## config.mk

```make
export PLATFORM = sky130hd
export DESIGN_NAME = normalize_shifter
export DESIGN_NICKNAME = d
export VERILOG_FILES = /design/src/rtl/normalize_shifter.sv
export SDC_FILE = /design/constraint.sdc
export NUM_CORES = 1
export LEC_CHECK = 0
export ABC_AREA = 1
export BUFFER_PORTS_ARGS = -buffer_cell sky130_fd_sc_hd__buf_2
export CORE_MARGIN = 2
export CORE_UTILIZATION = 52
export DETAILED_ROUTE_END_ITERATION = 8
export GPL_TIMING_DRIVEN = 0
export PLACE_DENSITY = 0.85
export SYNTH_ARGS = -nofsm -noshare
export SYNTH_HDL_FRONTEND = slang
export SYNTH_SLANG_ARGS = --single-unit
export TNS_END_PERCENT = 50
```

## constraint.sdc

```tcl
create_clock -name clk -period 3.09 [get_ports clk]
set_input_delay 0.309 -clock clk [delete_from_list [all_inputs] [get_ports clk]]
set_output_delay 0.309 -clock clk [all_outputs]
set_load 0.005 [all_outputs]
```

## src/rtl/normalize_shifter.sv

```systemverilog
// ============================================================================
// normalize_shifter: post-normalization stage of the FP adder (LOD consumer).
// Two-stage encode + shift/adjust with zero/underflow/overflow flags.
// Revision: 1.0
// ============================================================================
`default_nettype none

module normalize_shifter #(
  parameter int DATA_WIDTH  = 49,
  parameter int EXP_WIDTH   = 11,
  parameter int SHIFT_WIDTH = 6
) (
  input  logic                  clk,
  input  logic                  rstn,
  input  logic                  valid_in,
  input  logic [DATA_WIDTH-1:0] in_onehot,
  input  logic [DATA_WIDTH-1:0] in_data,
  input  logic [EXP_WIDTH-1:0]  in_exp,
  output logic                  valid_out,
  output logic [DATA_WIDTH-1:0] out_data,
  output logic [EXP_WIDTH-1:0]  out_exp,
  output logic                  out_sticky,
  output logic                  out_zero,
  output logic                  out_underflow,
  output logic                  out_overflow
);

  localparam logic [EXP_WIDTH:0] c_EXP_MAX = {1'b0, {EXP_WIDTH{1'b1}}};
  localparam logic [EXP_WIDTH:0] c_ONE     = {{EXP_WIDTH{1'b0}}, 1'b1};

  logic                   w_enc_zero;
  logic                   w_enc_right;
  logic [SHIFT_WIDTH-1:0] w_enc_amt;

  logic                   r1_valid;
  logic                   r1_zero;
  logic                   r1_right;
  logic [SHIFT_WIDTH-1:0] r1_amt;
  logic [DATA_WIDTH-1:0]  r1_data;
  logic [EXP_WIDTH-1:0]   r1_exp;

  logic [EXP_WIDTH:0]     w_exp_ext;
  logic [EXP_WIDTH:0]     w_amt_ext;
  logic [EXP_WIDTH:0]     w_exp_inc;
  logic [EXP_WIDTH:0]     w_exp_dec;
  logic                   w_left_uf;
  logic [DATA_WIDTH-1:0]  w_data;
  logic [EXP_WIDTH-1:0]   w_exp;
  logic                   w_sticky;
  logic                   w_zero;
  logic                   w_uf;
  logic                   w_ovf;

  logic                   r2_valid;
  logic [DATA_WIDTH-1:0]  r2_data;
  logic [EXP_WIDTH-1:0]   r2_exp;
  logic                   r2_sticky;
  logic                   r2_zero;
  logic                   r2_uf;
  logic                   r2_ovf;

  // Ascending scan so the highest set bit wins even for a non-one-hot vector.
  always_comb begin
    w_enc_zero  = 1'b1;
    w_enc_right = 1'b0;
    w_enc_amt   = '0;
    for (int i = 0; i < DATA_WIDTH - 1; i++) begin
      if (in_onehot[i]) begin
        w_enc_zero = 1'b0;
        w_enc_amt  = SHIFT_WIDTH'(DATA_WIDTH - 2 - i);
      end
    end
    if (in_onehot[DATA_WIDTH-1]) begin
      w_enc_zero  = 1'b0;
      w_enc_right = 1'b1;
      w_enc_amt   = SHIFT_WIDTH'(1);
    end
  end

  always_ff @(posedge clk or negedge rstn) begin
    if (!rstn) begin
      r1_valid <= 1'b0;
      r1_zero  <= 1'b0;
      r1_right <= 1'b0;
      r1_amt   <= '0;
      r1_data  <= '0;
      r1_exp   <= '0;
    end else begin
      r1_valid <= valid_in;
      if (valid_in) begin
        r1_zero  <= w_enc_zero;
        r1_right <= w_enc_right;
        r1_amt   <= w_enc_amt;
        r1_data  <= in_data;
        r1_exp   <= in_exp;
      end
    end
  end

  assign w_exp_ext = {1'b0, r1_exp};
  assign w_amt_ext = {{(EXP_WIDTH + 1 - SHIFT_WIDTH){1'b0}}, r1_amt};
  assign w_exp_inc = w_exp_ext + c_ONE;
  assign w_exp_dec = w_exp_ext - w_amt_ext;
  // Borrow or an exact-zero result both mean exp <= amt.
  assign w_left_uf = w_exp_dec[EXP_WIDTH] | (w_exp_dec[EXP_WIDTH-1:0] == '0);

  always_comb begin
    w_data   = r1_data;
    w_exp    = r1_exp;
    w_sticky = 1'b0;
    w_zero   = 1'b0;
    w_uf     = 1'b0;
    w_ovf    = 1'b0;
    if (r1_zero) begin
      w_data = '0;
      w_exp  = '0;
      w_zero = 1'b1;
    end else if (r1_right) begin
      w_data   = r1_data >> 1;
      w_sticky = r1_data[0];
      if (w_exp_inc >= c_EXP_MAX) begin
        w_ovf  = 1'b1;
        w_exp  = '1;
        w_data = '0;
      end else begin
        w_exp = w_exp_inc[EXP_WIDTH-1:0];
      end
    end else if (w_left_uf) begin
      w_uf   = 1'b1;
      w_zero = 1'b1;
      w_data = '0;
      w_exp  = '0;
    end else begin
      w_data = r1_data << r1_amt;
      w_exp  = w_exp_dec[EXP_WIDTH-1:0];
    end
  end

  always_ff @(posedge clk or negedge rstn) begin
    if (!rstn) begin
      r2_valid  <= 1'b0;
      r2_data   <= '0;
      r2_exp    <= '0;
      r2_sticky <= 1'b0;
      r2_zero   <= 1'b0;
      r2_uf     <= 1'b0;
      r2_ovf    <= 1'b0;
    end else begin
      r2_valid <= r1_valid;
      if (r1_valid) begin
        r2_data   <= w_data;
        r2_exp    <= w_exp;
        r2_sticky <= w_sticky;
        r2_zero   <= w_zero;
        r2_uf     <= w_uf;
        r2_ovf    <= w_ovf;
      end
    end
  end

  assign valid_out     = r2_valid;
  assign out_data      = r2_data;
  assign out_exp       = r2_exp;
  assign out_sticky    = r2_sticky;
  assign out_zero      = r2_zero;
  assign out_underflow = r2_uf;
  assign out_overflow  = r2_ovf;

endmodule

`default_nettype wire

```

==> metrics.md <==
| Metric | Value |
|---|---|
| Syn Nets | `1491` |
| Initial Utilization | `0.531` |
| Worst-Margin Slew | `0.754 ns` |
| Worst Path Class, Setup | `register to register` |
| Vias in the first global route | `10300` |
| Placement-stage worst setup slack | `-0.939 ns` |
| First-pass GRT wire length | `60.3 mm` |
| Grt ovf | `0` |
| Worst Hold Class | `input port to register` |
| Via Count | `10900` |
| Post-DR vias/cell | `5.97` |
| Slew Limit Fails | `0` |
| Post-route cell area | `0.0119 mm^2` |
| Antenna violations before repair | `1` |
| CP Capture Type | `register` |
| Final TNS setup | `-3.05 ns` |
| Post-synthesis sequential area ratio | `0.352` |
| Mapped Cells | `1370` |
| CTS tree | `done` |
| Clock Sink Count | `134` |
| IO Pins | `177` |
| Cts bufs inserted | `17` |
| Mapped Area | `0.00954 mm^2` |
| Yosys warns | `0` |
| PD cells | `520 mW/mm^2` |
| Cell Area, Placed | `0.0108 mm^2` |
| Status | `complete, but fails checks` |
| Layout cells sized above 1 | `0.197` |
| Netlist cell types | `41` |
| Synth Flop Type | `dfrtp_1` |
| Clock latency on the worst-skew pair | `0.44 ns` |
| Iteration-0 DRC Markers | `1277` |
| RePlAce Congestion | `0.984` |
| WP data arrival | `3.56 ns` |
| Post-synth EDFFs | `0` |
| Startpoint Class | `register` |
| Number of port buffers | `176` |
| Crit-path max FO | `7` |
| Antenna diode instance count | `0` |
| Die footprint | `0.0194 mm^2` |
| # setup viols final | `40` |
| VDD IR max | `573 uV` |
| Largest net degree at the start of global routing | `82` |
| Highest-count cells in the layout ignoring fill and taps | `nand2_1, buf_2, o21ai_0, inv_1, dfrtp_1` |
| DP HPWL | `31.1 mm` |
| Die width | `139 um` |
| Failing checks | `negative setup slack` |
| Setup WS post-layout | `-0.151 ns` |
| Core area | `0.0180 mm^2` |
| Yosys reg bits | `134` |
| WL final | `39.7 mm` |
| Final core occ | `0.662` |
| Max Clock Freq | `309 MHz` |
| Clock skew | `0.0104 ns` |
| Final hold violations | `0` |
| Max transition margin | `0.497` |
| First-pass DRT Iterations | `6` |
| H-tree Lvls | `4` |
| Clock tree buffer depth | `2` |
| Remaining DRCs | `0` |
| Max Cap Violations | `0` |
| Leak | `6.11 nW` |
| Routed len/inst | `21.7 um` |
| ANT nets after route | `0` |
| Tcrit/Tclk final | `1.05` |
| Synth-to-layout area growth | `24.7%` |
| CP Data Required Time | `3.41 ns` |
| Commonest non-fill, non-tap cell in the layout | `nand2_1` |
| Asr flop ratio synth | `1.00` |
| Rows | `49` |
| All-Layer GR Usage | `0.407` |
| Syn avg cell area | `6.96 um^2` |
| Die height | `139 um` |
| Fill count | `1581` |
| Clk pin slew, worst setup/hold paths | `0.07 ns` |
| Minimum clock period | `3.24 ns` |
| Layout Nets | `1707` |
| Clock root buffer | `clkbuf_16` |
| Hold WS | `0.0114 ns` |
| RSZ-0062 raised after global routing | `yes` |
## cell type report
type | instances | area, um^2 | share of cell area
Inverter | 163 | 721 | 0.0606
Timing Repair Buffer | 199 | 1110 | 0.0931
Tap cell | 229 | 287 | 0.0241
Sequential cell | 134 | 3360 | 0.282
Buffer | 95 | 547 | 0.0460
Clock inverter | 13 | 174 | 0.0146
Multi-Input combinational cell | 976 | 5270 | 0.443
Clock buffer | 19 | 433 | 0.0364
## sequential cells by signal, summed over array words and instances, names as in the netlist
register	count
out_sticky	1
out_zero	1
out_overflow	1
r1_right	1
valid_out	1
r1_data	49
out_data	49
r1_zero	1
r1_exp	11
r1_amt	6
out_exp	11
r1_valid	1
out_underflow	1
## power breakdown
group | internal (mW) | switching [mW]
combinational | 0.685 | 1.21
clock | 1.28 | 0.881
sequential | 1.98 | 0.157
total | 3.95 | 2.25
## per-layer routing
| layer | GRT usage | vias up | part of all wire |
|---|---|---|---|
| li1 | - | 5033 | - |
| met1 | 0.560 | 5147 | 0.42 |
| met2 | 0.631 | 639 | 0.44 |
| met3 | 0.0915 | 90 | 0.10 |
| met4 | 0.153 | 0 | 0.038 |
| met5 | 0 | - | 0 |
## path summary, 6_finish.rpt
check	start	end	slack (ns)	depth (start not counted)
worst min-delay path	valid_in	r1_valid$_DFF_PN0_	0.01	1
min in group asynchronous	rstn	out_data[22]$_DFFE_PN0P_	0.39	2
max in group asynchronous	rstn	r1_amt[4]$_DFFE_PN0P_	1.90	3
worst max register to register	r1_exp[0]$_DFFE_PN0P_	out_data[25]$_DFFE_PN0P_	-0.15	18
worst max-delay path	r1_exp[0]$_DFFE_PN0P_	out_data[25]$_DFFE_PN0P_	-0.15	18
worst min register to register	r1_valid$_DFF_PN0_	valid_out$_DFF_PN0_	0.44	0
## cells in the mapped netlist (3+ instances only)
master,number,area share
nor3_1,9,0.0047
a21oi_1,24,0.013
clkinv_1,3,0.0012
inv_2,17,0.0067
o22ai_1,8,0.0052
dfrtp_1,134,0.35
ha_1,8,0.010
inv_1,137,0.054
o211ai_1,15,0.012
nor2_1,61,0.024
a32o_1,40,0.042
buf_2,3,0.0016
buf_1,16,0.0063
o21ai_1,109,0.057
xor2_1,14,0.013
clkbuf_1,78,0.031
o31ai_1,45,0.035
nand2_1,384,0.15
mux2i_1,45,0.047
nand3_1,45,0.024
nor4_1,10,0.0066
bufinv_8,6,0.011
o21ai_0,135,0.071
## critical path, cell delays in order (launching register included)
cell and delay (ns):
dfrtp_1 0.40, inv_2 0.10, ha_4 0.14, inv_4 0.03
fa_2 0.41, nand3_2 0.09, nand2_2 0.06, nand2_2 0.10
o2111ai_2 0.12, xor2_1 0.20, nor4_1 0.19, nand2_1 0.11
nor2_2 0.17, nand2_2 0.08, o21ai_4 0.21, nand2_4 0.10
clkbuf_16 0.19, clkbuf_16 0.16, a32o_1 0.26
## timing repair
| item | 4_1_cts | 5_1_grt |
|---|---|---|
| endpoints found under the setup margin | 62 | 61 |
| hold buffers | 1 | 0 |
| pin swaps | 17 | 6 |
| gates cloned | 2 | 0 |
| resized for setup | 63 | 45 |
| endpoints found under the hold margin | 53 | 0 |
| buffers inserted | 19 | 0 |
## stage by stage
step / total power [mW] / std cells
after floorplan: 3.13 / 1370
after global placement: 3.86 / 1775
after detailed placement: 3.90 / 1776
after CTS: 6.08 / 1828
after global routing: 6.43 / 1828
final: 6.19 / 1828
## logic make-up after synthesis
logic type	share of synthesized area
AND/OR/NAND/NOR	0.213
AO/OA/AOI/OAI	0.250
buffers and inverters	0.111
flip-flops	0.352
multiplexers	0.0472
XOR/XNOR	0.0138
adder cells (fa/ha/maj)	0.0126
No activity file was read; power rests on OpenSTA's default activity.
